===== src/rtl/wb_arbiter_pkg.sv =====
// Shared types for the register-file write-back arbiter.
package wb_arbiter_pkg;
  localparam int REG_ADDR_W = 5;
  localparam int XLEN       = 32;

  typedef struct packed {
    logic [REG_ADDR_W-1:0] rd;
    logic [XLEN-1:0]       data;
  } wb_req_t;
endpackage


===== src/rtl/wb_arbiter_if.sv =====
// Write-back bus: ALU/long-latency producers, issue tap, scoreboard and regfile port.
interface wb_arbiter_if;
  import wb_arbiter_pkg::*;

  logic                  i_alu_valid;
  logic [REG_ADDR_W-1:0] i_alu_rd_addr;
  logic [XLEN-1:0]       i_alu_rd_data;
  logic                  i_lsu_valid;
  logic                  o_lsu_ready;
  logic [REG_ADDR_W-1:0] i_lsu_rd_addr;
  logic [XLEN-1:0]       i_lsu_rd_data;
  logic                  i_issue_valid;
  logic [REG_ADDR_W-1:0] i_issue_rd_addr;
  logic [XLEN-1:0]       o_pending;
  logic                  o_alu_stall;
  logic                  o_drop_err;
  logic [REG_ADDR_W-1:0] o_rd_addr;
  logic [XLEN-1:0]       o_rd_data;
  logic                  o_rd_wren;

  // arbiter side
  modport slave (
    input  i_alu_valid, i_alu_rd_addr, i_alu_rd_data,
    input  i_lsu_valid, i_lsu_rd_addr, i_lsu_rd_data,
    input  i_issue_valid, i_issue_rd_addr,
    output o_lsu_ready, o_pending, o_alu_stall, o_drop_err,
    output o_rd_addr, o_rd_data, o_rd_wren
  );

  // back-end / regfile side
  modport master (
    output i_alu_valid, i_alu_rd_addr, i_alu_rd_data,
    output i_lsu_valid, i_lsu_rd_addr, i_lsu_rd_data,
    output i_issue_valid, i_issue_rd_addr,
    input  o_lsu_ready, o_pending, o_alu_stall, o_drop_err,
    input  o_rd_addr, o_rd_data, o_rd_wren
  );
endinterface


===== src/rtl/wb_arbiter_fifo.sv =====
// wb_fifo: synchronous FIFO of write-back requests; wrap bit separates full from empty.
module wb_fifo
  import wb_arbiter_pkg::*;
#(
  parameter int DEPTH = 4
) (
  input  logic    i_clk,
  input  logic    i_reset_n,
  input  logic    i_push,
  input  wb_req_t i_din,
  input  logic    i_pop,
  output wb_req_t o_dout,
  output logic    o_full,
  output logic    o_empty
);
  localparam int AW = $clog2(DEPTH);

  wb_req_t       mem [DEPTH];
  logic [AW:0]   wr_ptr, rd_ptr;
  logic          do_push, do_pop;

  assign o_empty = (wr_ptr == rd_ptr);
  assign o_full  = (wr_ptr[AW] != rd_ptr[AW]) && (wr_ptr[AW-1:0] == rd_ptr[AW-1:0]);
  // push is judged against full before the pop, so a full FIFO never accepts
  assign do_push = i_push && !o_full;
  assign do_pop  = i_pop && !o_empty;
  assign o_dout  = mem[rd_ptr[AW-1:0]];

  // pointer update; reset discards contents by collapsing the pointers
  always_ff @(posedge i_clk or negedge i_reset_n) begin
    if (!i_reset_n) begin
      wr_ptr <= '0;
      rd_ptr <= '0;
    end else begin
      if (do_push) wr_ptr <= wr_ptr + 1'b1;
      if (do_pop)  rd_ptr <= rd_ptr + 1'b1;
    end
  end

  // storage write; data needs no reset since empty pointers hide it
  always_ff @(posedge i_clk) begin
    if (do_push) mem[wr_ptr[AW-1:0]] <= i_din;
  end
endmodule


===== src/rtl/wb_arbiter.sv =====
// Merges ALU and long-latency results onto the single regfile write port,
// with starvation guard, pending-destination scoreboard and registered output.
module wb_arbiter
  import wb_arbiter_pkg::*;
#(
  parameter int DEPTH        = 4,
  parameter int STARVE_LIMIT = 8
) (
  input  logic         i_clk,
  input  logic         i_reset_n,
  wb_arbiter_if.slave  bus
);
  localparam int CW = $clog2(STARVE_LIMIT + 1);

  wb_req_t         head, push_req, alu_req, win_req, out_q;
  logic            full, empty, push, pop, alu_ok, alu_win, win;
  logic            wren_q, stall_q, stall_d, drop_q;
  logic [CW-1:0]   starve_cnt, starve_nxt;
  logic [XLEN-1:0] pend_q, pend_nxt;

  assign push_req = '{rd: bus.i_lsu_rd_addr, data: bus.i_lsu_rd_data};
  assign alu_req  = '{rd: bus.i_alu_rd_addr, data: bus.i_alu_rd_data};
  // rd=0 results complete the handshake but are never stored
  assign push     = bus.i_lsu_valid && !full && (bus.i_lsu_rd_addr != '0);

  wb_fifo #(.DEPTH(DEPTH)) u_fifo (
    .i_clk     (i_clk),
    .i_reset_n (i_reset_n),
    .i_push    (push),
    .i_din     (push_req),
    .i_pop     (pop),
    .o_dout    (head),
    .o_full    (full),
    .o_empty   (empty)
  );

  // one winner per cycle: ALU unless stalled or writing x0, else FIFO head
  always_comb begin
    alu_ok  = bus.i_alu_valid && (bus.i_alu_rd_addr != '0);
    alu_win = alu_ok && !stall_q;
    pop     = !alu_win && !empty;
    win     = alu_win || pop;
    win_req = alu_win ? alu_req : head;
  end

  // starvation count of ALU wins over a waiting FIFO; stall pulses when it hits the limit
  always_comb begin
    starve_nxt = starve_cnt;
    if (empty || pop)  starve_nxt = '0;
    else if (alu_win)  starve_nxt = starve_cnt + 1'b1;
    stall_d = (starve_nxt == CW'(STARVE_LIMIT)) || (full && bus.i_lsu_valid);
  end

  // scoreboard: clear on FIFO write-back, set on issue; set wins, x0 never pending
  always_comb begin
    pend_nxt = pend_q;
    if (pop) pend_nxt[head.rd] = 1'b0;
    if (bus.i_issue_valid && (bus.i_issue_rd_addr != '0)) pend_nxt[bus.i_issue_rd_addr] = 1'b1;
    pend_nxt[0] = 1'b0;
  end

  // registered write port; address/data hold when idle
  always_ff @(posedge i_clk or negedge i_reset_n) begin
    if (!i_reset_n) begin
      wren_q <= 1'b0;
      out_q  <= '0;
    end else begin
      wren_q <= win;
      if (win) out_q <= win_req;
    end
  end

  // starvation counter and stall register
  always_ff @(posedge i_clk or negedge i_reset_n) begin
    if (!i_reset_n) begin
      starve_cnt <= '0;
      stall_q    <= 1'b0;
    end else begin
      starve_cnt <= starve_nxt;
      stall_q    <= stall_d;
    end
  end

  // pending bits and sticky drop error
  always_ff @(posedge i_clk or negedge i_reset_n) begin
    if (!i_reset_n) begin
      pend_q <= '0;
      drop_q <= 1'b0;
    end else begin
      pend_q <= pend_nxt;
      if (stall_q && bus.i_alu_valid) drop_q <= 1'b1;
    end
  end

  assign bus.o_lsu_ready = !full;
  assign bus.o_pending   = pend_q;
  assign bus.o_alu_stall = stall_q;
  assign bus.o_drop_err  = drop_q;
  assign bus.o_rd_wren   = wren_q;
  assign bus.o_rd_addr   = out_q.rd;
  assign bus.o_rd_data   = out_q.data;
endmodule


===== src/flat_wrapper.sv =====
// flat-port wrapper written by rule: the top's interface ports become plain ports
module wb_arbiter_flat import wb_arbiter_pkg::*;
#(
  parameter int DEPTH        = 4,
  parameter int STARVE_LIMIT = 8
)
  (i_clk, i_reset_n, bus_i_alu_valid, bus_i_alu_rd_addr, bus_i_alu_rd_data, bus_i_lsu_valid, bus_i_lsu_rd_addr, bus_i_lsu_rd_data, bus_i_issue_valid, bus_i_issue_rd_addr, bus_o_lsu_ready, bus_o_pending, bus_o_alu_stall, bus_o_drop_err, bus_o_rd_addr, bus_o_rd_data, bus_o_rd_wren);
  wb_arbiter_if bus_i ();
  input  logic i_clk;
  input  logic i_reset_n;
  input wire logic [$bits(bus_i.i_alu_valid)-1:0] bus_i_alu_valid;
  input wire logic [$bits(bus_i.i_alu_rd_addr)-1:0] bus_i_alu_rd_addr;
  input wire logic [$bits(bus_i.i_alu_rd_data)-1:0] bus_i_alu_rd_data;
  input wire logic [$bits(bus_i.i_lsu_valid)-1:0] bus_i_lsu_valid;
  input wire logic [$bits(bus_i.i_lsu_rd_addr)-1:0] bus_i_lsu_rd_addr;
  input wire logic [$bits(bus_i.i_lsu_rd_data)-1:0] bus_i_lsu_rd_data;
  input wire logic [$bits(bus_i.i_issue_valid)-1:0] bus_i_issue_valid;
  input wire logic [$bits(bus_i.i_issue_rd_addr)-1:0] bus_i_issue_rd_addr;
  output wire logic [$bits(bus_i.o_lsu_ready)-1:0] bus_o_lsu_ready;
  output wire logic [$bits(bus_i.o_pending)-1:0] bus_o_pending;
  output wire logic [$bits(bus_i.o_alu_stall)-1:0] bus_o_alu_stall;
  output wire logic [$bits(bus_i.o_drop_err)-1:0] bus_o_drop_err;
  output wire logic [$bits(bus_i.o_rd_addr)-1:0] bus_o_rd_addr;
  output wire logic [$bits(bus_i.o_rd_data)-1:0] bus_o_rd_data;
  output wire logic [$bits(bus_i.o_rd_wren)-1:0] bus_o_rd_wren;
  assign bus_i.i_alu_valid = bus_i_alu_valid;
  assign bus_i.i_alu_rd_addr = bus_i_alu_rd_addr;
  assign bus_i.i_alu_rd_data = bus_i_alu_rd_data;
  assign bus_i.i_lsu_valid = bus_i_lsu_valid;
  assign bus_i.i_lsu_rd_addr = bus_i_lsu_rd_addr;
  assign bus_i.i_lsu_rd_data = bus_i_lsu_rd_data;
  assign bus_i.i_issue_valid = bus_i_issue_valid;
  assign bus_i.i_issue_rd_addr = bus_i_issue_rd_addr;
  assign bus_o_lsu_ready = bus_i.o_lsu_ready;
  assign bus_o_pending = bus_i.o_pending;
  assign bus_o_alu_stall = bus_i.o_alu_stall;
  assign bus_o_drop_err = bus_i.o_drop_err;
  assign bus_o_rd_addr = bus_i.o_rd_addr;
  assign bus_o_rd_data = bus_i.o_rd_data;
  assign bus_o_rd_wren = bus_i.o_rd_wren;
  wb_arbiter #(.DEPTH(DEPTH), .STARVE_LIMIT(STARVE_LIMIT)) u_core (.i_clk(i_clk), .i_reset_n(i_reset_n), .bus(bus_i));
endmodule

===== config.mk =====
export PLATFORM = sky130hd
export DESIGN_NAME = wb_arbiter_flat
export DESIGN_NICKNAME = d
export VERILOG_FILES = /design/src/rtl/wb_arbiter_pkg.sv /design/src/rtl/wb_arbiter_if.sv /design/src/rtl/wb_arbiter_fifo.sv /design/src/rtl/wb_arbiter.sv /design/src/flat_wrapper.sv
export SDC_FILE = /design/constraint.sdc
export NUM_CORES = 1
export LEC_CHECK = 0
export CORE_MARGIN = 2
export CORE_UTILIZATION = 50
export CTS_BUF_LIST = sky130_fd_sc_hd__clkbuf_8
export CTS_CLUSTER_DIAMETER = 40
export CTS_CLUSTER_SIZE = 10
export DETAILED_ROUTE_END_ITERATION = 8
export GPL_ROUTABILITY_DRIVEN = 0
export GPL_TIMING_DRIVEN = 1
export HOLD_SLACK_MARGIN = 0.03
export PLACE_DENSITY = 0.76
export SYNTH_ARGS = -nofsm -noshare
export SYNTH_HDL_FRONTEND = slang
export SYNTH_HIERARCHICAL = 1
export SYNTH_SLANG_ARGS = --single-unit

===== constraint.sdc =====
create_clock -name i_clk -period 7.4 [get_ports i_clk]
set_input_delay 1.11 -clock i_clk [delete_from_list [all_inputs] [get_ports i_clk]]
set_output_delay 1.11 -clock i_clk [all_outputs]
set_load 0.01 [all_outputs]

==> metrics.md <==
| Metric | Value |
|---|---|
| Outcome | complete, no violations |
| Clk Tree Root Cell | clkbuf_8 |
| MaxCap Viol Count | 0 |
| Remaining global-route overflow | 0 |
| PnR Total Power | 4.88 mW |
| Area contributors post-synth | edfxtp_1 (48%), dfrtp_1 (22%), mux4_2 (8.5%), mux2i_1 (3.8%), a21oi_1 (2.1%) |
| Pre-CTS setup slack | 3.86 ns |
| Critical R2R Launch | u_core/u_fifo/rd_ptr[1] |
| Fillers | 1,305 |
| # IOs | 157 |
| Clock-pin slew on the worst setup and hold paths | around 0.07 ns |
| VDD IR max | 0.220 mV |
| Critical path startpoint | u_core/u_fifo/rd_ptr[1] |
| Placed cells | 921 |
| Synth async-reset ratio | 35.4% |
| Reg-to-Reg End | u_core/u_fifo/rd_ptr[1] |
| Router iterations before antenna repair | 4 |
| Max Freq | roughly 250 MHz |
| Final setup violation count | 0 |
| PwrDens | 422 nW/um^2 |
| Register area | around 6500 um^2 |
| Post-DP HPWL | 12.8 mm |
| CTS tree | yes |
| Distinct cells, synth | between 50 and 60 |
| Largest net degree at the start of global routing | 82 |
| Area leader, netlist | edfxtp_1 |
| Final Hold Violating Endpoints | 0 |
| Post-CTS Hold Fix Bufs | 0 |
| Fin crit period | 4.07 ns |
| DR vias | 5,601 |
| Number of global-route vias before repair | approximately 5,900 |
| Port-buffer cells | 155 |
| DR iter-0 viols | 313 |
| Worst reg-to-reg setup slack | 3.88 ns |
| Unrepaired setup endpoints after global routing | false |
| #FFs+latches synth | 229 |
| Slew headroom | just under 30% |
| Mean routed wirelength per cell | 20.2 um |
| Gates resized, CTS repair | 0 |
| GRT Util Overall | approximately a fifth |
| Worst setup SP type | flop |
| Most frequent cells after synthesis | edfxtp_1 (148), dfrtp_1 (81), nor2_1 (41) |
| CP Data Required Time | 6.29 ns |
| Layout cells sized above 1 | 13.0% |
| Mapped Area | 9290 um^2 |
| Clk_skew | 0.0171 ns |
| Area grow syn2layout | 24.6% |
| CP Data Arrival Time | between 2 and 3 ns |
| Critical Path Fanout Max | 43 |
| Die Area | 19,700 um^2 |
| Post-CTS setup buffers | 0 |
| Area share of the leading cell type in the synthesized netlist | between 40% and 50% |
| Antenna viol nets, final | 0 |
| Worst-margin pin slew | 1.07 ns |
| Clock tree buffer depth | 3 |
| WL final | 19.8 mm |
| Synth warnings | 6 |
| Slew Viols, Final | 0 |
| Final core utilization | 64.0% |
| Sink Count | 229 |
| Row count | 49 |
| Final Net Count | 814 |
| Seq/Total Area, Yosys | 69.7% |
| Setup TNS | 0 ns |
| Primary FF master, synth | edfxtp_1 |
| Drt via density | 5.74 |
| LEAKAGE | 4.13 nW |
| CTS Buf Count | 30 |
| Fin crit share | 55.0% |
| Setup CP Type | flop to primary output |
| Initial Util | 51.3% |
| Multi-input logic area | 2600 um^2 |
| Post-synth EDFFs | 148 |
| Avg Cell Area, Syn | 16.4 um^2 |
| Clk_lat worst skew | 0.55 ns |
| Core Box Area | 18,100 um^2 |
| Hold Crit Class | flop to flop |
| Remaining DRCs | 0 |
| Post-synthesis instance total | 567 |
| Worst Setup End Kind | primary output |
| Chip Height | roughly 140 um |
| Worst Slack Setup Final | ~3.3 ns |
| Synthesized Nets | 657 |
| R2R depth | 8 |
| Final std cells w/o fill | 976 |
| Die width | between 100 and 150 um |
| N_diodes | 0 |
| H-tree depth | 1 |
| Count leader, synth | edfxtp_1 |
| Worst Setup EP | bus_o_lsu_ready |
| First-pass GRT wire length | 31.5 mm |
| Initial antenna violation count | 0 |
cells in the final DEF (no fill, tap or decap), drive strengths merged, types with 4 or more instances in the layout:
cell,Yosys,routed
clkdlybuf4s50,0,154
edfxtp,148,148
dfrtp,81,81
nor2,41,41
a21oi,39,39
mux4,37,37
mux2i,35,35
clkbuf,19,32
o21ai,28,28
o31ai,25,25
inv,9,24
nand3b,8,8
nand2,7,7
nand3,7,7
a22o,6,6
o41ai,6,6
ha,6,6
clkinv,1,6
xnor2,6,6
buf,15,5
xor2,5,5
nand2b,4,4
nor3,4,4
per-stage QoR:
step                      cell area, um^2  hold slack (ns)
after detailed placement            11000            0.461
after floorplan                      9290            0.453
after global placement              11000            0.453
after global routing                11600            0.493
final                               11600            0.468
after CTS                           11600            0.474
area by class of cell:
cell class / count / share of cell area (%)
clock buffers: 32 / 3.81
inverters: 10 / 0.324
well taps: 229 / 2.48
clock inverters: 23 / 1.35
repair buffers: 159 / 13.6
flip-flops and latches: 229 / 55.9
multi-input cells: 294 / 22.4
worst max-delay path, cell delays in order (launching register included):
cell and delay [ns]:
dfrtp_2 1.05, xnor2_1 0.35, nand3_1 0.24, inv_1 0.07
inv_1 0.09, clkdlybuf4s50_1 0.57
flip-flops by register name, summed over array words and instances (netlist names):
name and count:
u_core/bus.o_rd_data 32, u_core/u_fifo/mem 148, u_core/u_fifo/rd_ptr 3, u_core/bus.o_alu_stall 1, u_core/bus.o_drop_err 1, u_core/bus.o_rd_wren 1
u_core/bus.o_pending 31, u_core/bus.o_rd_addr 5, u_core/u_fifo/wr_ptr 3, u_core/starve_cnt 4
metal layers:
| metal | track usage, % | routed length [um] | vias to the layer above |
|---|---|---|---|
| met4 | 7.23 | 493 | 0 |
| li1 | - | - | 2518 |
| met1 | 26.2 | 7830 | 2784 |
| met2 | 34.2 | 9880 | 256 |
| met5 | 0 | 0 | - |
| met3 | 4.75 | 1550 | 43 |
power breakdown:
part | switching [mW] | leakage (nW) | internal (mW)
Clock | 0.443 | 0.356 | 0.473
Combinational | 0.990 | 1.47 | 0.942
Sequential | 0.233 | 2.31 | 1.80
kinds of logic (layout without fill, tap and decap cells):
group	after synthesis	after routing	synth area share (%)
AND/OR/NAND/NOR	89	89	4.85
XOR/XNOR	11	11	1.28
buffers and inverters	44	224	2.60
multiplexers	74	74	13.1
AO/OA/AOI/OAI	113	113	7.65
flip-flops	229	229	69.7
other	1	1	0.0404
adder cells (fa/ha/maj)	6	6	0.808
worst min path at each step:
stage | end | slack [ns] | cells past startpoint | from
after floorplan | u_core/starve_cnt[0] | 0.45 | 1 | u_core/starve_cnt[0]
after global placement | u_core/bus.o_drop_err | 0.45 | 1 | u_core/bus.o_drop_err
after detailed placement | u_core/bus.o_drop_err | 0.46 | 1 | u_core/bus.o_drop_err
after CTS | u_core/bus.o_drop_err | 0.47 | 1 | u_core/bus.o_drop_err
after global routing | u_core/bus.o_drop_err | 0.49 | 1 | u_core/bus.o_drop_err
final | u_core/bus.o_drop_err | 0.47 | 1 | u_core/bus.o_drop_err
(Power assumes the default switching activity.)
